--- src/rtl/dadda_mul_arbiter_pkg.sv ---
// Shared types for the Dadda multiplier arbiter.
// Contents:
//   DefWidth/DefNumReq/DefIdw - default operand width, requester count, index width
//   s1_t                      - operand register record {valid, id, a, b}
//   s2_t                      - result register record {valid, id, p}
//   pipe_st_e                 - pipeline occupancy, encoded as {s1_valid, s2_valid}
package dadda_pkg;

  localparam int unsigned DefWidth  = 8;
  localparam int unsigned DefNumReq = 4;
  localparam int unsigned DefIdw    = $clog2(DefNumReq);

  typedef struct packed {
    logic                valid;
    logic [DefIdw-1:0]   id;
    logic [DefWidth-1:0] a;
    logic [DefWidth-1:0] b;
  } s1_t;

  typedef struct packed {
    logic                  valid;
    logic [DefIdw-1:0]     id;
    logic [2*DefWidth-1:0] p;
  } s2_t;

  // Encoding is fixed as {s1_valid, s2_valid} so the state is a cast of the valid bits.
  typedef enum logic [1:0] {
    StEmpty = 2'b00,
    StDrain = 2'b01,
    StIssue = 2'b10,
    StFull  = 2'b11
  } pipe_st_e;

endpackage

--- src/rtl/dadda_mul_arbiter_if.sv ---
// Request/response bundle between the compute units and the arbiter.
// Signals:
//   req_valid/req_ready - per-requester handshake (at most one ready bit high)
//   req_a/req_b         - per-requester operands
//   rsp_valid/rsp_ready - shared response handshake
//   rsp_id/rsp_p        - requester index and 2*WIDTH-bit product
// Modports: master = requesters + response consumer, slave = arbiter.
interface dadda_mul_arbiter_if
  import dadda_pkg::*;
#(
  parameter int unsigned WIDTH   = DefWidth,
  parameter int unsigned NUM_REQ = DefNumReq
);
  localparam int unsigned IDW = $clog2(NUM_REQ);

  logic [NUM_REQ-1:0]            req_valid;
  logic [NUM_REQ-1:0]            req_ready;
  logic [NUM_REQ-1:0][WIDTH-1:0] req_a;
  logic [NUM_REQ-1:0][WIDTH-1:0] req_b;
  logic                          rsp_valid;
  logic                          rsp_ready;
  logic [IDW-1:0]                rsp_id;
  logic [2*WIDTH-1:0]            rsp_p;

  modport master (
    output req_valid, req_a, req_b, rsp_ready,
    input  req_ready, rsp_valid, rsp_id, rsp_p
  );

  modport slave (
    input  req_valid, req_a, req_b, rsp_ready,
    output req_ready, rsp_valid, rsp_id, rsp_p
  );
endinterface

--- src/rtl/dadda_mul_arbiter_rr_arbiter.sv ---
// Round-robin grant generator with its rotating priority pointer.
// Ports:
//   clk, rst   - clock, synchronous active-high reset
//   req        - request vector
//   update_en  - a grant was accepted this cycle; move pointer past the winner
//   grant      - one-hot grant (combinational, independent of any ready)
//   grant_id   - binary index of the granted requester
module rr_arbiter
  import dadda_pkg::*;
#(
  parameter int unsigned NUM_REQ = DefNumReq,
  localparam int unsigned IDW    = $clog2(NUM_REQ)
) (
  input  logic               clk,
  input  logic               rst,
  input  logic [NUM_REQ-1:0] req,
  input  logic               update_en,
  output logic [NUM_REQ-1:0] grant,
  output logic [IDW-1:0]     grant_id
);

  logic [IDW-1:0] ptr_q, ptr_d;
  logic [IDW:0]   idx;  // one spare bit: ptr + offset reaches 2*NUM_REQ-2 before wrap
  logic           found;

  // Scan from ptr upward with wrap; first requester hit wins.
  always_comb begin
    grant    = '0;
    grant_id = '0;
    found    = 1'b0;
    idx      = '0;
    for (int unsigned off = 0; off < NUM_REQ; off++) begin
      idx = {1'b0, ptr_q} + (IDW+1)'(off);
      if (idx >= (IDW+1)'(NUM_REQ)) idx = idx - (IDW+1)'(NUM_REQ);
      if (!found && req[idx[IDW-1:0]]) begin
        found                 = 1'b1;
        grant[idx[IDW-1:0]]   = 1'b1;
        grant_id              = idx[IDW-1:0];
      end
    end
  end

  always_comb begin
    ptr_d = ptr_q;
    if (update_en) begin
      ptr_d = (grant_id == IDW'(NUM_REQ - 1)) ? '0 : grant_id + IDW'(1);
    end
  end

  always_ff @(posedge clk) begin
    if (rst) ptr_q <= '0;
    else     ptr_q <= ptr_d;
  end

endmodule

--- src/rtl/dadda_mul_arbiter.sv ---
// Shares one external combinational Dadda multiplier between NUM_REQ requesters.
// Two-stage pipeline: S1 operand register drives the multiplier, S2 result register
// holds the product on the shared response channel.
// Ports:
//   clk, rst     - clock, synchronous active-high reset
//   bus          - request/response bundle (slave side)
//   mul_a/mul_b  - operands to the external multiplier (from S1)
//   mul_p        - combinational product from the external multiplier
//   busy         - either stage holds a valid entry
//   op_count     - completed responses, saturating at 16'hFFFF
// WIDTH/NUM_REQ must match the package defaults, which size the stage records.
module dadda_mul_arbiter
  import dadda_pkg::*;
#(
  parameter int unsigned WIDTH   = DefWidth,
  parameter int unsigned NUM_REQ = DefNumReq,
  localparam int unsigned IDW    = $clog2(NUM_REQ)
) (
  input  logic                 clk,
  input  logic                 rst,
  dadda_mul_arbiter_if.slave   bus,
  output logic [WIDTH-1:0]     mul_a,
  output logic [WIDTH-1:0]     mul_b,
  input  logic [2*WIDTH-1:0]   mul_p,
  output logic                 busy,
  output logic [15:0]          op_count
);

  s1_t                s1_q, s1_d;
  s2_t                s2_q, s2_d;
  logic               s1_adv, s2_adv, hs;
  logic [NUM_REQ-1:0] grant;
  logic [IDW-1:0]     grant_id;
  logic [15:0]        op_count_q, op_count_d;
  pipe_st_e           pipe_st;

  rr_arbiter #(
    .NUM_REQ (NUM_REQ)
  ) u_arb (
    .clk       (clk),
    .rst       (rst),
    .req       (bus.req_valid),
    .update_en (hs),
    .grant     (grant),
    .grant_id  (grant_id)
  );

  assign s2_adv        = !s2_q.valid || bus.rsp_ready;
  assign s1_adv        = !s1_q.valid || s2_adv;
  assign bus.req_ready = grant & {NUM_REQ{s1_adv}};
  assign hs            = |(bus.req_valid & bus.req_ready);

  always_comb begin
    s1_d = s1_q;
    if (s1_adv) begin
      if (hs) begin
        s1_d.valid = 1'b1;
        s1_d.id    = grant_id;
        s1_d.a     = bus.req_a[grant_id];
        s1_d.b     = bus.req_b[grant_id];
      end else begin
        // Operands are kept so mul_a/mul_b do not toggle needlessly.
        s1_d.valid = 1'b0;
      end
    end
  end

  always_comb begin
    s2_d = s2_q;
    if (s2_adv) begin
      s2_d.valid = s1_q.valid;
      s2_d.id    = s1_q.id;
      s2_d.p     = mul_p;
    end
  end

  always_comb begin
    op_count_d = op_count_q;
    if (s2_q.valid && bus.rsp_ready && (op_count_q != 16'hFFFF)) begin
      op_count_d = op_count_q + 16'd1;
    end
  end

  always_ff @(posedge clk) begin
    if (rst) begin
      s1_q       <= '0;
      s2_q       <= '0;
      op_count_q <= '0;
    end else begin
      s1_q       <= s1_d;
      s2_q       <= s2_d;
      op_count_q <= op_count_d;
    end
  end

  assign pipe_st       = pipe_st_e'({s1_q.valid, s2_q.valid});
  assign busy          = (pipe_st != StEmpty);
  assign mul_a         = s1_q.a;
  assign mul_b         = s1_q.b;
  assign bus.rsp_valid = s2_q.valid;
  assign bus.rsp_id    = s2_q.id;
  assign bus.rsp_p     = s2_q.p;
  assign op_count      = op_count_q;

endmodule

--- src/flat_wrapper.sv ---
// flat-port wrapper written by rule: the top's interface ports become plain ports
module dadda_mul_arbiter_flat import dadda_pkg::*;
#(
  parameter int unsigned WIDTH   = DefWidth,
  parameter int unsigned NUM_REQ = DefNumReq,
  localparam int unsigned IDW    = $clog2(NUM_REQ)
)
  (clk, rst, mul_a, mul_b, mul_p, busy, op_count, bus_req_valid, bus_req_a, bus_req_b, bus_rsp_ready, bus_req_ready, bus_rsp_valid, bus_rsp_id, bus_rsp_p);
  dadda_mul_arbiter_if #(.WIDTH(WIDTH), .NUM_REQ(NUM_REQ)) bus_i ();
  input  logic clk;
  input  logic rst;
  output logic [WIDTH-1:0] mul_a;
  output logic [WIDTH-1:0] mul_b;
  input  logic [2*WIDTH-1:0] mul_p;
  output logic busy;
  output logic [15:0] op_count;
  input wire logic [$bits(bus_i.req_valid)-1:0] bus_req_valid;
  input wire logic [$bits(bus_i.req_a)-1:0] bus_req_a;
  input wire logic [$bits(bus_i.req_b)-1:0] bus_req_b;
  input wire logic [$bits(bus_i.rsp_ready)-1:0] bus_rsp_ready;
  output wire logic [$bits(bus_i.req_ready)-1:0] bus_req_ready;
  output wire logic [$bits(bus_i.rsp_valid)-1:0] bus_rsp_valid;
  output wire logic [$bits(bus_i.rsp_id)-1:0] bus_rsp_id;
  output wire logic [$bits(bus_i.rsp_p)-1:0] bus_rsp_p;
  assign bus_i.req_valid = bus_req_valid;
  assign bus_i.req_a = bus_req_a;
  assign bus_i.req_b = bus_req_b;
  assign bus_i.rsp_ready = bus_rsp_ready;
  assign bus_req_ready = bus_i.req_ready;
  assign bus_rsp_valid = bus_i.rsp_valid;
  assign bus_rsp_id = bus_i.rsp_id;
  assign bus_rsp_p = bus_i.rsp_p;
  dadda_mul_arbiter #(.WIDTH(WIDTH), .NUM_REQ(NUM_REQ)) u_core (.clk(clk), .rst(rst), .bus(bus_i), .mul_a(mul_a), .mul_b(mul_b), .mul_p(mul_p), .busy(busy), .op_count(op_count));
endmodule
--- config.mk ---
export PLATFORM = sky130hd
export DESIGN_NAME = dadda_mul_arbiter_flat
export DESIGN_NICKNAME = d
export VERILOG_FILES = /design/src/rtl/dadda_mul_arbiter_pkg.sv /design/src/rtl/dadda_mul_arbiter_if.sv /design/src/rtl/dadda_mul_arbiter_rr_arbiter.sv /design/src/rtl/dadda_mul_arbiter.sv /design/src/flat_wrapper.sv
export SDC_FILE = /design/constraint.sdc
export NUM_CORES = 1
export LEC_CHECK = 0
export ABC_AREA = 0
export CAP_MARGIN = 20
export CELL_PAD_IN_SITES_DETAIL_PLACEMENT = 1
export CELL_PAD_IN_SITES_GLOBAL_PLACEMENT = 1
export CORE_MARGIN = 2
export CORE_UTILIZATION = 33
export CTS_CLUSTER_SIZE = 40
export DETAILED_ROUTE_END_ITERATION = 10
export MAX_ROUTING_LAYER = met4
export PLACE_DENSITY_LB_ADDON = 0.12
export RECOVER_POWER = 100
export SLEW_MARGIN = 20
export SYNTH_ARGS = -nofsm -noshare
export SYNTH_HDL_FRONTEND = slang
export SYNTH_SLANG_ARGS = --single-unit
export TNS_END_PERCENT = 5
--- constraint.sdc ---
create_clock -name clk -period 6.6 [get_ports clk]
set_input_delay 1.32 -clock clk [delete_from_list [all_inputs] [get_ports clk]]
set_output_delay 1.32 -clock clk [all_outputs]
set_load 0.01 [all_outputs]
==> reports/metrics.yaml <==
outcome:
  status: "complete, no violations"
run:
  drv_cap: 0
cts:
  ctsHtreeMaxLevel: 2
  cts_tree: "yes"
  ctsResizeCount: 0
  numCtsBuffers: 5
  cts_sinks: 56
  clock-root-buffer: "clkbuf_8"
  cts_hold_buffers: 0
  postCtsSetupBuffers: 0
  clk_pin_slew_ns: 0.10
  clk_latency_ns: 0.31
  cts.path.max_buffers: 2
placed_design:
  place.port_buffers: 142
  dpl.hpwl_um: 7531
  gp_congestion: 0.8099
logic_synthesis:
  synth.distinct_cells: 54
  ys_warn_count: 0
  synthArstFlopShare: 0
  syn_avg_cell_area_um2: 8.045
  ys_seq_area_frac: 0.3256
  synthFlopType: "dfxtp_1"
  synth-seq-cells: 56
  synth_edf_count: 0
  syn-num-nets: 524
  syn_inst: 428
  mappedNetlistArea_um2: 3443
power_and_ir_drop:
  pwr_density_cell_nw_per_um2: 346.0
  leakagePower_nw: 1.915
  ir_worst_vdd_uv: 169.3
global_routing:
  use_met3: 0.03924
  grt_overflow: 0
  grt_pass1_vias: 3513
  grt_max_degree: 57
  grt_use_total: 0.1890
  grt_pass1_wl_um: 17190
  grt_util_met1: 0.2314
  antenna_found_initial: 0
  use_met2: 0.3251
  top_usage_layer: "met2"
route:
  drt_first_pass_iters: 4
  routed_wl_um: 10340
  routed_via_density: 5.160
  drc: 0
  routedWlPerCell_um: 15.51
  drt_iter0_drc: 122
  dr_total_vias: 3442
  ant_nets: 0
sta:
  tightest_slew_ns: 1.090
  final_max_slew_viol_count: 0
  worst_clock_skew_ns: 0.007919
  timing.hold.ws_ns: 0.4562
  setup-tns-final_ns: 0
  rsz0062_at_grt: "false"
  hold_violations: 0
  setup_viol: 0
  fmax_mhz: 190.1
  finalCriticalPeriod_ns: 5.259
  slew_headroom: 0.2731
  fin_crit_sh: 0.7969
critical_path:
  crit_start: "bus_req_valid[3]"
  required_ns: 5.28
  r2r-end: "u_core.mul_b[7]$_SDFFE_PP0P_"
  start_kind: "primary input"
  cp-end-kind: "primary output"
  r2r_cells: 9
  endpoint: "bus_req_ready[1]"
  worstPathArrival_ns: 3.94
  cp_max_fo: 15
  crit_type: "primary input to primary output"
  rrSetupSlack_ns: 1.87
finish:
  regArea_um2: 1121
  diodes: 0
  area_growth_pct: 41.53
  drive_gt1_frac: 0.04708
  multi_input_area_um2: 2022
  fill_cells: 1235
  layout.nets: 626
die:
  die_x_um: 106.2
  die_height_um: 106.2
  rows: 37
  core_area_um2: 10230
  dieArea_um2: 11270
  io_pins: 143
  initial_core_util: 0.3366
min_path:
  hold_class: "flip-flop to flip-flop"
-- placed cells by master, fill, tap and decap left out, drive strengths merged, types with 12 or more instances in the layout --
| master | n |
|---|---|
| a21oi | 43 |
| a221o | 15 |
| clkdlybuf4s50 | 83 |
| dfxtp | 56 |
| dlygate4sd3 | 58 |
| mux2i | 18 |
| nand2 | 68 |
| nand3 | 12 |
| nor2 | 23 |
| o211ai | 20 |
| o21ai | 22 |
-- cells by family after synthesis --
kind of cell               synth area share
and+or+nand+nor                      0.1897
AOI/OAI and AO/OA                    0.2413
buffers and inverters               0.08975
DFF                                  0.3256
muxes                               0.08284
xor gates and xnor gates            0.03816
adders and majority gates           0.03270
-- worst max-delay path, stage by stage --
cell	delay, ns
dlygate4sd3_1	0.72
mux4_2	0.61
nor2b_1	0.17
o31ai_1	0.34
a21oi_1	0.08
nor2_1	0.10
dlygate4sd3_1	0.60
-- sequential cells by signal (all words and copies together) (netlist names), named ones only --
name                  flops
u_core.bus.rsp_p         16
u_core.op_count          16
u_core.mul_a              8
u_core.mul_b              8
u_core.bus.rsp_id         2
u_core.s1_q               2
u_core.bus.rsp_valid      1
u_core.pipe_st            1
u_core.u_arb.ptr_q        1
-- routing by layer --
metal | part of all wire | wire (um) | up-vias
li1 | - | - | 1712
met1 | 0.45 | 4632 | 1626
met2 | 0.49 | 5054 | 99
met3 | 0.059 | 607 | 5
met4 | 0.0046 | 48 | 0
met5 | 0 | 0 | -
-- cells in the mapped netlist, types with 3 or more instances --
master	n	area (um^2)
nand2_1	67	251.5
dfxtp_1	56	1121
a21oi_1	43	215.2
nor2_1	23	86.33
o211ai_1	20	150.1
buf_4	18	135.1
mux2i_1	17	170.2
o21ai_1	17	85.08
a221o_1	15	150.1
buf_2	15	75.07
clkbuf_1	14	52.55
nand3_1	12	60.06
ha_1	9	112.6
xor2_1	8	70.07
nor2b_1	7	43.79
nor3_1	7	35.03
xnor2_1	7	61.31
and2_1	6	37.54
inv_1	6	22.52
mux2_2	5	56.30
nand2b_1	5	31.28
o21ai_0	5	25.02
a221oi_1	3	26.28
a22oi_1	3	22.52
and3_1	3	18.77
nand4_1	3	18.77
-- through the flow --
step | utilization | setup WS (ns) | instances | power [W] | instance area [um^2]
after CTS | 0.4758 | 1.480 | 667 | 0.001745 | 4868
final | 0.4763 | 1.341 | 667 | 0.001686 | 4873
after detailed placement | 0.4666 | 1.476 | 659 | 0.001542 | 4773
after floorplan | - | 2.654 | 428 | 0.001253 | 3443
after global placement | 0.4666 | 1.541 | 659 | 0.001525 | 4773
after global routing | 0.4763 | 1.164 | 667 | 0.001830 | 4873
-- area by class of cell --
cell class / instances / area share
multi-input cells: 315 / 0.4149
repair buffers: 146 / 0.2960
flip-flops and latches: 56 / 0.2300
well taps: 136 / 0.03492
clock buffers: 5 / 0.01412
clock inverters: 3 / 0.005392
inverters: 6 / 0.004621
-- worst min-delay path by stage --
stage / cells past startpoint / start / end
after CTS: 2 / u_core.bus.rsp_id[1]$_SDFFE_PP0P_ / u_core.bus.rsp_id[1]$_SDFFE_PP0P_
final: 2 / u_core.bus.rsp_id[1]$_SDFFE_PP0P_ / u_core.bus.rsp_id[1]$_SDFFE_PP0P_
after detailed placement: 2 / u_core.bus.rsp_id[1]$_SDFFE_PP0P_ / u_core.bus.rsp_id[1]$_SDFFE_PP0P_
after global routing: 2 / u_core.bus.rsp_p[9]$_SDFFE_PP0P_ / u_core.bus.rsp_p[9]$_SDFFE_PP0P_
after global placement: 2 / u_core.bus.rsp_p[5]$_SDFFE_PP0P_ / u_core.bus.rsp_p[5]$_SDFFE_PP0P_
after floorplan: 2 / u_core.s1_q[16]$_SDFFE_PP0P_ / u_core.bus.rsp_id[0]$_SDFFE_PP0P_
-- report_power, final --
| part | internal [W] | switching, W |
|---|---|---|
| clock | 0.0000777 | 0.000120 |
| combinational | 0.000450 | 0.000563 |
| sequential | 0.000416 | 0.0000605 |
| total | 0.000943 | 0.000743 |
No activity file was read; power rests on OpenSTA's default activity.
